`src/rtl/uart_tx_queue_if.sv`:
```
// Byte-producer side of uart_tx_queue: push handshake plus transmitter status.
//
// Handshake: a byte transfers on every rising clk edge where in_valid and
// in_ready are both high. in_ready is combinational (occupancy < depth) and
// does not depend on in_valid; the producer may hold in_valid high
// indefinitely and must keep in_data stable while in_valid is high and
// in_ready is low.
interface uart_tx_queue_if #(
    parameter int FIFO_DEPTH = 16
);
    localparam int CW = $clog2(FIFO_DEPTH) + 1;

    logic [7:0]    in_data;
    logic          in_valid;
    logic          in_ready;
    logic          uart_tx;
    logic          busy;
    logic [CW-1:0] fifo_count;

    // Producer / testbench side
    modport master (
        output in_data, in_valid,
        input  in_ready, uart_tx, busy, fifo_count
    );

    // Transmitter side
    modport slave (
        input  in_data, in_valid,
        output in_ready, uart_tx, busy, fifo_count
    );
endinterface

```
`src/rtl/uart_tx_queue.sv`:
```
// Buffered UART transmitter: byte FIFO feeding an 8N1 serialiser, LSB first,
// DELAY_FRAMES clocks per bit, queued frames sent back-to-back.
// Optional feature macro: UART_TX_PARITY_EN adds an even-parity bit (8E1).
module uart_tx_queue #(
    parameter int DELAY_FRAMES = 234,
    parameter int FIFO_DEPTH   = 16
) (
    input  logic            clk,
    input  logic            rst,
    uart_tx_queue_if.slave  bus,
    output logic [2:0]      dbg_state_o
);
    localparam int AW = $clog2(FIFO_DEPTH);
    localparam int CW = AW + 1;
    localparam int TW = $clog2(DELAY_FRAMES);
    localparam logic [TW-1:0] TICK_LAST = TW'(DELAY_FRAMES - 1);
    localparam logic [CW-1:0] DEPTH_C   = CW'(FIFO_DEPTH);

    typedef enum logic [2:0] {
        S_IDLE   = 3'd0,
        S_START  = 3'd1,
        S_DATA   = 3'd2,
`ifdef UART_TX_PARITY_EN
        S_PARITY = 3'd3,
`endif
        S_STOP   = 3'd4
    } state_e;

    logic [7:0]    mem_q [FIFO_DEPTH];
    logic [AW-1:0] wr_ptr_q, rd_ptr_q;
    logic [CW-1:0] count_q, count_d;
    state_e        state_q;
    logic [TW-1:0] tick_q;
    logic [2:0]    bit_q;
    logic [7:0]    sh_q;
    logic          tx_q;
    logic          busy_q;
`ifdef UART_TX_PARITY_EN
    logic          par_q;
`endif

    logic       push;
    logic       pop;
    logic       next_idle;
    logic       tick_end;
    logic [7:0] pop_data;

    assign bus.in_ready   = (count_q < DEPTH_C);
    assign bus.uart_tx    = tx_q;
    assign bus.busy       = busy_q;
    assign bus.fifo_count = count_q;
    assign dbg_state_o    = state_q;

    assign push     = bus.in_valid && bus.in_ready;
    assign tick_end = (tick_q == TICK_LAST);
    // A pop at the end of a stop bit may take a byte pushed on that same edge
    // into an empty FIFO; it is not in storage yet, so bypass it.
    assign pop_data = (count_q == '0) ? bus.in_data : mem_q[rd_ptr_q];

    // Pop decision, whether the FSM lands in IDLE, and next occupancy.
    always_comb begin
        pop       = 1'b0;
        next_idle = 1'b0;
        count_d   = count_q;
        if (state_q == S_IDLE) begin
            pop       = (count_q != '0);
            next_idle = !pop;
        end else if (state_q == S_STOP && tick_end) begin
            pop       = (count_q != '0) || push;
            next_idle = !pop;
        end
        if (push && !pop) begin
            count_d = count_q + CW'(1);
        end else if (!push && pop) begin
            count_d = count_q - CW'(1);
        end
    end

    // FIFO storage; contents are don't-care until written.
    always_ff @(posedge clk) begin
        if (push) begin
            mem_q[wr_ptr_q] <= bus.in_data;
        end
    end

    // Pointers, occupancy and busy flag.
    always_ff @(posedge clk or posedge rst) begin
        if (rst) begin
            wr_ptr_q <= '0;
            rd_ptr_q <= '0;
            count_q  <= '0;
            busy_q   <= 1'b0;
        end else begin
            if (push) wr_ptr_q <= wr_ptr_q + AW'(1);
            if (pop)  rd_ptr_q <= rd_ptr_q + AW'(1);
            count_q <= count_d;
            busy_q  <= !next_idle || (count_d != '0);
        end
    end

    // Frame FSM with registered line output.
    always_ff @(posedge clk or posedge rst) begin
        if (rst) begin
            state_q <= S_IDLE;
            tick_q  <= '0;
            bit_q   <= '0;
            sh_q    <= '0;
            tx_q    <= 1'b1;
`ifdef UART_TX_PARITY_EN
            par_q   <= 1'b0;
`endif
        end else begin
            case (state_q)
                S_IDLE: begin
                    tx_q <= 1'b1;
                    if (pop) begin
                        sh_q    <= pop_data;
`ifdef UART_TX_PARITY_EN
                        par_q   <= ^pop_data;
`endif
                        tick_q  <= '0;
                        bit_q   <= '0;
                        tx_q    <= 1'b0;
                        state_q <= S_START;
                    end
                end
                S_START: begin
                    if (tick_end) begin
                        tick_q  <= '0;
                        tx_q    <= sh_q[0];
                        state_q <= S_DATA;
                    end else begin
                        tick_q <= tick_q + TW'(1);
                    end
                end
                S_DATA: begin
                    if (tick_end) begin
                        tick_q <= '0;
                        sh_q   <= sh_q >> 1;
                        bit_q  <= bit_q + 3'd1;
                        if (bit_q == 3'd7) begin
`ifdef UART_TX_PARITY_EN
                            tx_q    <= par_q;
                            state_q <= S_PARITY;
`else
                            tx_q    <= 1'b1;
                            state_q <= S_STOP;
`endif
                        end else begin
                            tx_q <= sh_q[1];
                        end
                    end else begin
                        tick_q <= tick_q + TW'(1);
                    end
                end
`ifdef UART_TX_PARITY_EN
                S_PARITY: begin
                    if (tick_end) begin
                        tick_q  <= '0;
                        tx_q    <= 1'b1;
                        state_q <= S_STOP;
                    end else begin
                        tick_q <= tick_q + TW'(1);
                    end
                end
`endif
                S_STOP: begin
                    if (tick_end) begin
                        tick_q <= '0;
                        if (pop) begin
                            sh_q    <= pop_data;
`ifdef UART_TX_PARITY_EN
                            par_q   <= ^pop_data;
`endif
                            bit_q   <= '0;
                            tx_q    <= 1'b0;
                            state_q <= S_START;
                        end else begin
                            tx_q    <= 1'b1;
                            state_q <= S_IDLE;
                        end
                    end else begin
                        tick_q <= tick_q + TW'(1);
                    end
                end
                default: begin
                    tx_q    <= 1'b1;
                    state_q <= S_IDLE;
                end
            endcase
        end
    end
endmodule

```
`src/flat_wrapper.sv`:
```
// flat-port wrapper written by rule: the top's interface ports become plain ports
module uart_tx_queue_flat 
#(
    parameter int DELAY_FRAMES = 234,
    parameter int FIFO_DEPTH   = 16
)
  (clk, rst, dbg_state_o, bus_in_data, bus_in_valid, bus_in_ready, bus_uart_tx, bus_busy, bus_fifo_count);
  uart_tx_queue_if #(.FIFO_DEPTH(FIFO_DEPTH)) bus_i ();
  input  logic clk;
  input  logic rst;
  output logic [2:0] dbg_state_o;
  input wire logic [$bits(bus_i.in_data)-1:0] bus_in_data;
  input wire logic [$bits(bus_i.in_valid)-1:0] bus_in_valid;
  output wire logic [$bits(bus_i.in_ready)-1:0] bus_in_ready;
  output wire logic [$bits(bus_i.uart_tx)-1:0] bus_uart_tx;
  output wire logic [$bits(bus_i.busy)-1:0] bus_busy;
  output wire logic [$bits(bus_i.fifo_count)-1:0] bus_fifo_count;
  assign bus_i.in_data = bus_in_data;
  assign bus_i.in_valid = bus_in_valid;
  assign bus_in_ready = bus_i.in_ready;
  assign bus_uart_tx = bus_i.uart_tx;
  assign bus_busy = bus_i.busy;
  assign bus_fifo_count = bus_i.fifo_count;
  uart_tx_queue #(.DELAY_FRAMES(DELAY_FRAMES), .FIFO_DEPTH(FIFO_DEPTH)) u_core (.clk(clk), .rst(rst), .bus(bus_i), .dbg_state_o(dbg_state_o));
endmodule
```
`config.mk`:
```
export PLATFORM = sky130hd
export DESIGN_NAME = uart_tx_queue_flat
export DESIGN_NICKNAME = d
export VERILOG_FILES = /design/src/rtl/uart_tx_queue_if.sv /design/src/rtl/uart_tx_queue.sv /design/src/flat_wrapper.sv
export SDC_FILE = /design/constraint.sdc
export NUM_CORES = 1
export LEC_CHECK = 0
export CORE_ASPECT_RATIO = 0.75
export CORE_MARGIN = 8
export CORE_UTILIZATION = 45
export DETAILED_ROUTE_END_ITERATION = 8
export GPL_TIMING_DRIVEN = 0
export HOLD_SLACK_MARGIN = 0.05
export PLACE_DENSITY = 0.68
export SYNTH_ARGS = -nofsm -noshare
export SYNTH_HDL_FRONTEND = slang
export SYNTH_SLANG_ARGS = --single-unit
```
`constraint.sdc`:
```
create_clock -name clk -period 4.9 [get_ports clk]
set_input_delay 0.98 -clock clk [delete_from_list [all_inputs] [get_ports clk]]
set_output_delay 0.98 -clock clk [all_outputs]
set_load 0.01 [all_outputs]
```
## Word level (Yosys, flattened, before mapping)

Memory sizes are Yosys's and may differ from the RTL's.
Cells that the tools add are included.

- Register bits after elaboration: 37
- Memory bits (writable): 128
- Bits of input ports: 11
- Output and inout port bits: 11
- Logic and storage cells: 82
- Memories: 1

- $add $sub $neg: 6
- $lt $le $gt $ge: 1
- Equality and inequality tests: 10
- Muxes and demuxes: 33
- Reductions and logical operators: 22

Memories:

| name | depth | bits a word | rd ports | clocked after Yosys merged registers in | write ports | RTL line | source |
|---|---|---|---|---|---|---|---|
| u_core.mem_q | 16 | 8 | 1 | 0 | 1 | uart_tx_queue.sv:29 | `logic [7:0] mem_q [FIFO_DEPTH];` |

Operators with widths:

| kind | count |
|---|---|
| 8-bit 2-to-1 mux | 6 |
| 3-bit 2-to-1 mux | 8 |
| 8-bit one-hot mux with 3 select lines | 1 |
| 8-bit one-hot mux with 2 select lines | 1 |
| 1-bit 2-to-1 mux | 12 |
| 3-bit one-hot mux with 4 select lines | 1 |
| 5-bit 2-to-1 mux | 2 |
| 2-bit by 1-bit inequality test with 1-bit output, second input constant | 5 |
| 5-bit nonzero test | 2 |
| 3-bit one-hot mux with 3 select lines | 1 |
| 4-bit by 1-bit adder with 4-bit output, second input constant | 2 |
| 8-bit by 1-bit adder with 8-bit output, second input constant | 1 |
| 8-bit == test, second input constant | 1 |
| 3-bit == test, second input constant | 2 |
| 3-bit AND reduction | 2 |
| 5-bit by 1-bit adder with 5-bit output, second input constant | 1 |
| 1-bit logical NOT | 5 |
| 5-bit logical NOT | 1 |
| 5-bit < comparator, second input constant | 1 |
| 5-bit AND reduction | 1 |
| 5-bit by 1-bit subtractor with 5-bit output, second input constant | 1 |
| 1-bit logical AND | 4 |
| 1-bit one-hot mux with 4 select lines | 1 |
| 3-bit by 1-bit adder with 3-bit output, second input constant | 1 |
| 8 further kinds | 9 |

## Longest topological paths before layout

- Word-level depth: 10
- Depth in mapped cells: 9
- Depth with buffers taken out: 7

## Least setup slack after synthesis

OpenSTA, ideal clock, no wires.

- Path type: in2reg
- From: in bus_in_valid
- To: reg u_core.busy_q (netlist: u_core.bus.busy)
- Library setup time: 142 ps
- Arrival time: 2006 ps
- Setup slack: 2752 ps
- Stages: 6
- Cells stage by stage: nor2b_1 > buf_2 > o211ai_1 > a21bo_2 > a21boi_0 > o2111ai_1

- Cells in the longest elaborated chain, start to end: 9
- Elaborated cells between the ends (all ways): 16

Ends and longest elaborated chain:

| what | RTL line | source |
|---|---|---|
| from (decl) | flat_wrapper.sv:13 | `input wire logic [$bits(bus_i.in_valid)-1:0] bus_in_valid;` |
| 1-bit logical AND (*) | uart_tx_queue.sv:54 | `assign push = bus.in_valid && bus.in_ready;` |
| 1-bit logical OR | uart_tx_queue.sv:69 | `pop = (count_q != '0) \|\| push;` |
| 1-bit 2-to-1 mux | uart_tx_queue.sv:68 | `end else if (state_q == S_STOP && tick_end) begin` |
| 1-bit 2-to-1 mux | uart_tx_queue.sv:65 | `if (state_q == S_IDLE) begin` |
| 1-bit logical AND or 1-bit logical NOT (tied branches) | uart_tx_queue.sv:74, uart_tx_queue.sv:72 |  |
| 5-bit 2-to-1 mux or 1-bit logical AND (tied branches) | uart_tx_queue.sv:74, uart_tx_queue.sv:72 |  |
| 5-bit 2-to-1 mux | uart_tx_queue.sv:72 | `if (push && !pop) begin` |
| 5-bit nonzero test | uart_tx_queue.sv:97 | `busy_q <= !next_idle \|\| (count_d != '0);` |
| 1-bit logical OR (*) | uart_tx_queue.sv:97 |  |
| to (signal assigned) | uart_tx_queue.sv:97 |  |
| to (decl) | uart_tx_queue.sv:37 | `logic busy_q;` |

Every way passes the cells marked *; elsewhere a longest branch is shown, timed or not.
A chain may end at the register's enable or synchronous reset.

## Worst setup path in the final report

- From: reg u_core.rd_ptr_q[1]
- To: reg u_core.sh_q[1]

- Cells in the longest elaborated chain, start to end: 5

Ends and longest elaborated chain:

| what | RTL line | source |
|---|---|---|
| from (decl) | uart_tx_queue.sv:30 | `logic [AW-1:0] wr_ptr_q, rd_ptr_q;` |
| from (signal assigned) | uart_tx_queue.sv:95 | `if (pop) rd_ptr_q <= rd_ptr_q + AW'(1);` |
| memory read 16 x 8 bit (*) | -- |  |
| 8-bit 2-to-1 mux (*) | uart_tx_queue.sv:58 | `assign pop_data = (count_q == '0) ? bus.in_data : mem_q[rd_ptr_q];` |
| 8-bit 2-to-1 mux (*) | uart_tx_queue.sv:116, uart_tx_queue.sv:170 |  |
| 8-bit 2-to-1 mux | uart_tx_queue.sv:168 | `if (tick_end) begin` |
| 8-bit one-hot mux with 3 select lines (*) | uart_tx_queue.sv:113 | `case (state_q)` |
| to (signal assigned) | uart_tx_queue.sv:117 | `sh_q <= pop_data;` |
| to (signal assigned) | uart_tx_queue.sv:139 | `sh_q <= sh_q >> 1;` |
| to (signal assigned) | uart_tx_queue.sv:171 | `sh_q <= pop_data;` |
| to (decl) | uart_tx_queue.sv:35 | `logic [7:0] sh_q;` |

Every way passes the cells marked *; elsewhere a longest branch is shown, timed or not. The select of a mux whose other input is x is not followed.

==> metrics.txt <==
nets@finish=514; global route total overflow=0; # rows=40; most common cell after layout, fill and taps aside=edfxtp_1; Worst-path clk slew=0.06 ns; share of synthesized registers carrying an async set or reset=22.4%; most frequent cells in the layout=edfxtp_1 (128), dfrtp_1 (36), nand2_1 (33); first-pass GRT wire length=23200 um; post-synthesis mux area share=12.9%; syn_area_per_cell=15.9 um^2; outcome=completed; ys flop type=edfxtp_1; cell area after synthesis=7180 um^2; crit-path max FO=10; maximum VDD drop=0.000252 V; synthesized net count=474; initial DRC count=449; max-cap viol count=0; Layout Cells excl Fill=714; XOR/XNOR Fraction of Synth Area=1.34%; Worst Path Arrival=2.97 ns; RePlAce Congestion=0.820; final hold violation count=0; Startpoint Class=flop; buffers added on ports=21; FMAX=376 MHz; final wirelength=14900 um; leakage=2.83 nW; clock latency on the worst-skew pair=0.43 ns; initial antenna violation count=0; Power Dens Cells=392 nW/um^2; # DRC=0; RSZ-0062 raised after global routing=no; n_diodes=0; fin worst setup slack=2.24 ns; Slowest-stage cell, CP=clkbuf_1; layout cell share with drive strength beyond 1=18.8%; Total Routing Usage GR=15.3%; final setup TNS=0 ns; H-tree Lvls=4; Crit. End Element=flop; CTS Sinks=165; CP Class=flop to flop; Final Cycle Share=54.2%; flops & latches, synth=165; CP required=5.22 ns; CP top delay family=buffers and inverters; Filler cells=1325; Die Wd=162 um; CP cell instances=clkbuf_1 > clkbuf_1 > mux4_2 > mux2_2 > a22oi_1 > a22oi_1 > a21o_1; Synth Area in Simple Gates=7.80%; total power=3.23 mW; main combinational cell family by area after synthesis=multiplexers; Die Y=125 um; Vias/cell=5.73; core outline area=15800 um^2; Synth Area in Adders=2.09%; Tightest Pin Transition=0.808 ns; largest net degree at the start of global routing=38; Routed Antenna Nets=0; Area Overhead vs Synth=14.8%; Setup Skew=0.00860 ns; Yosys cell types=54; CTS tree=yes; worst stage delay on the critical path=0.58 ns; Final setup viols=0; via count=4089; maximum clock path buffer count=2; post-synthesis compound-gate area fraction=7.23%; Seq/Total Area, Yosys=66.4%; Initial Util=45.4%; Synthesis Warnings=0; Final min period=2.66 ns; setup slack at placement=1.80 ns; # hold bufs at CTS=0; Slew headroom=46.0%; DPL Wire Length=9850 um; I/O pin total=22; dpl cells=682; Clock Root Buffer=clkbuf_16; die area=20300 um^2; Post-CTS Setup Bufs=0; Slew Limit Fails=0; vias in the first global route=4120; Buf+Inv Stages, Crit Path=2; EDFF count, synth=128; WL/cell=20.9 um; worst min path class=flop to flop; First-pass DRT Iterations=5; CTS Buf Count=17; Syn Inst Count=451; cts repair resizes=0
-- power breakdown --
part           switching (mW)  internal (mW)  leakage [nW]
combinational           0.147          0.120         0.941
sequential             0.0585           1.57          1.60
clock                   0.536          0.801         0.282
-- sequential cells by signal, indices dropped and copies added, names as in the netlist --
name and count:
u_core.rd_ptr_q 4, u_core.bit_q 3, u_core.bus.busy 1, u_core.tick_q 8, u_core.wr_ptr_q 4, u_core.bus.uart_tx 1, u_core.dbg_state_o 3, u_core.bus.fifo_count 5
u_core.sh_q 8, u_core.mem_q 128
-- cells by family (layout without fill, tap and decap cells) --
kind of cell    after synthesis  count (layout)
xor+xnor                     11              11
fa+ha+maj                    12              12
buf+inv                      33              86
simple gates                105             105
mux                          51              51
compound gates               74              74
flops                       165             165
-- per-layer routing --
metal | vias up | track usage, % | part of all wire [%]
met5 | - | 0 | 0
met4 | 0 | 5.92 | 1.9
met3 | 22 | 5.08 | 7.2
met2 | 130 | 22.3 | 45
met1 | 2090 | 21.0 | 45
li1 | 1847 | - | -
-- area by class of cell --
class                   instances  area, um^2  share of cell area [%]
multi-input cells             253        2260                    27.4
inverters                      11        41.3                   0.501
well taps                     210         263                    3.19
plain buffers                  22         115                    1.40
repair buffers                 21         210                    2.55
clock inverters                12         154                    1.87
flip-flops and latches        165        4770                    57.9
clock buffers                  20         437                    5.30
-- Yosys cell counts (9+ instances only) --
library cell / instances / area [um^2]
clkbuf_1: 10 / 37.5
nor2_1: 19 / 71.3
ha_1: 12 / 150
inv_1: 11 / 41.3
mux4_2: 32 / 721
nand2_1: 33 / 124
a21oi_1: 10 / 50.1
dfrtp_1: 36 / 901
mux2_2: 15 / 169
o21ai_0: 9 / 45.0
xnor2_1: 11 / 96.3
edfxtp_1: 128 / 3840
and2_1: 18 / 113
a22oi_1: 16 / 120
-- per-stage QoR --
step / instance area, um^2 / hold WS (ns) / utilization (%)
CTS: 8250 / 0.492 / 52.1
finish: 8250 / 0.489 / 52.1
detailed placement: 7660 / 0.474 / 48.4
global route: 8250 / 0.513 / 52.1
global placement: 7660 / 0.459 / 48.4
floorplan: 7180 / 0.449 / -
-- worst paths after layout --
| kind | from | to | slack (ns) | cells past startpoint |
|---|---|---|---|---|
| min in group asynchronous | rst | u_core.bus.fifo_count[4]$_DFF_PP0_ | 1.03 | 2 |
| setup reg to reg | u_core.rd_ptr_q[1]$_DFFE_PP0N_ | u_core.sh_q[1]$_DFFE_PP0P_ | 2.24 | 7 |
| hold reg to reg | u_core.sh_q[0]$_DFFE_PP0P_ | u_core.sh_q[0]$_DFFE_PP0P_ | 0.49 | 1 |
| hold / removal | u_core.sh_q[0]$_DFFE_PP0P_ | u_core.sh_q[0]$_DFFE_PP0P_ | 0.49 | 1 |
| setup / recovery | u_core.rd_ptr_q[1]$_DFFE_PP0N_ | u_core.sh_q[1]$_DFFE_PP0P_ | 2.24 | 7 |
| max in group asynchronous | rst | u_core.tick_q[1]$_DFFE_PP0P_ | 3.36 | 2 |
No activity file was read; power rests on OpenSTA's default activity.
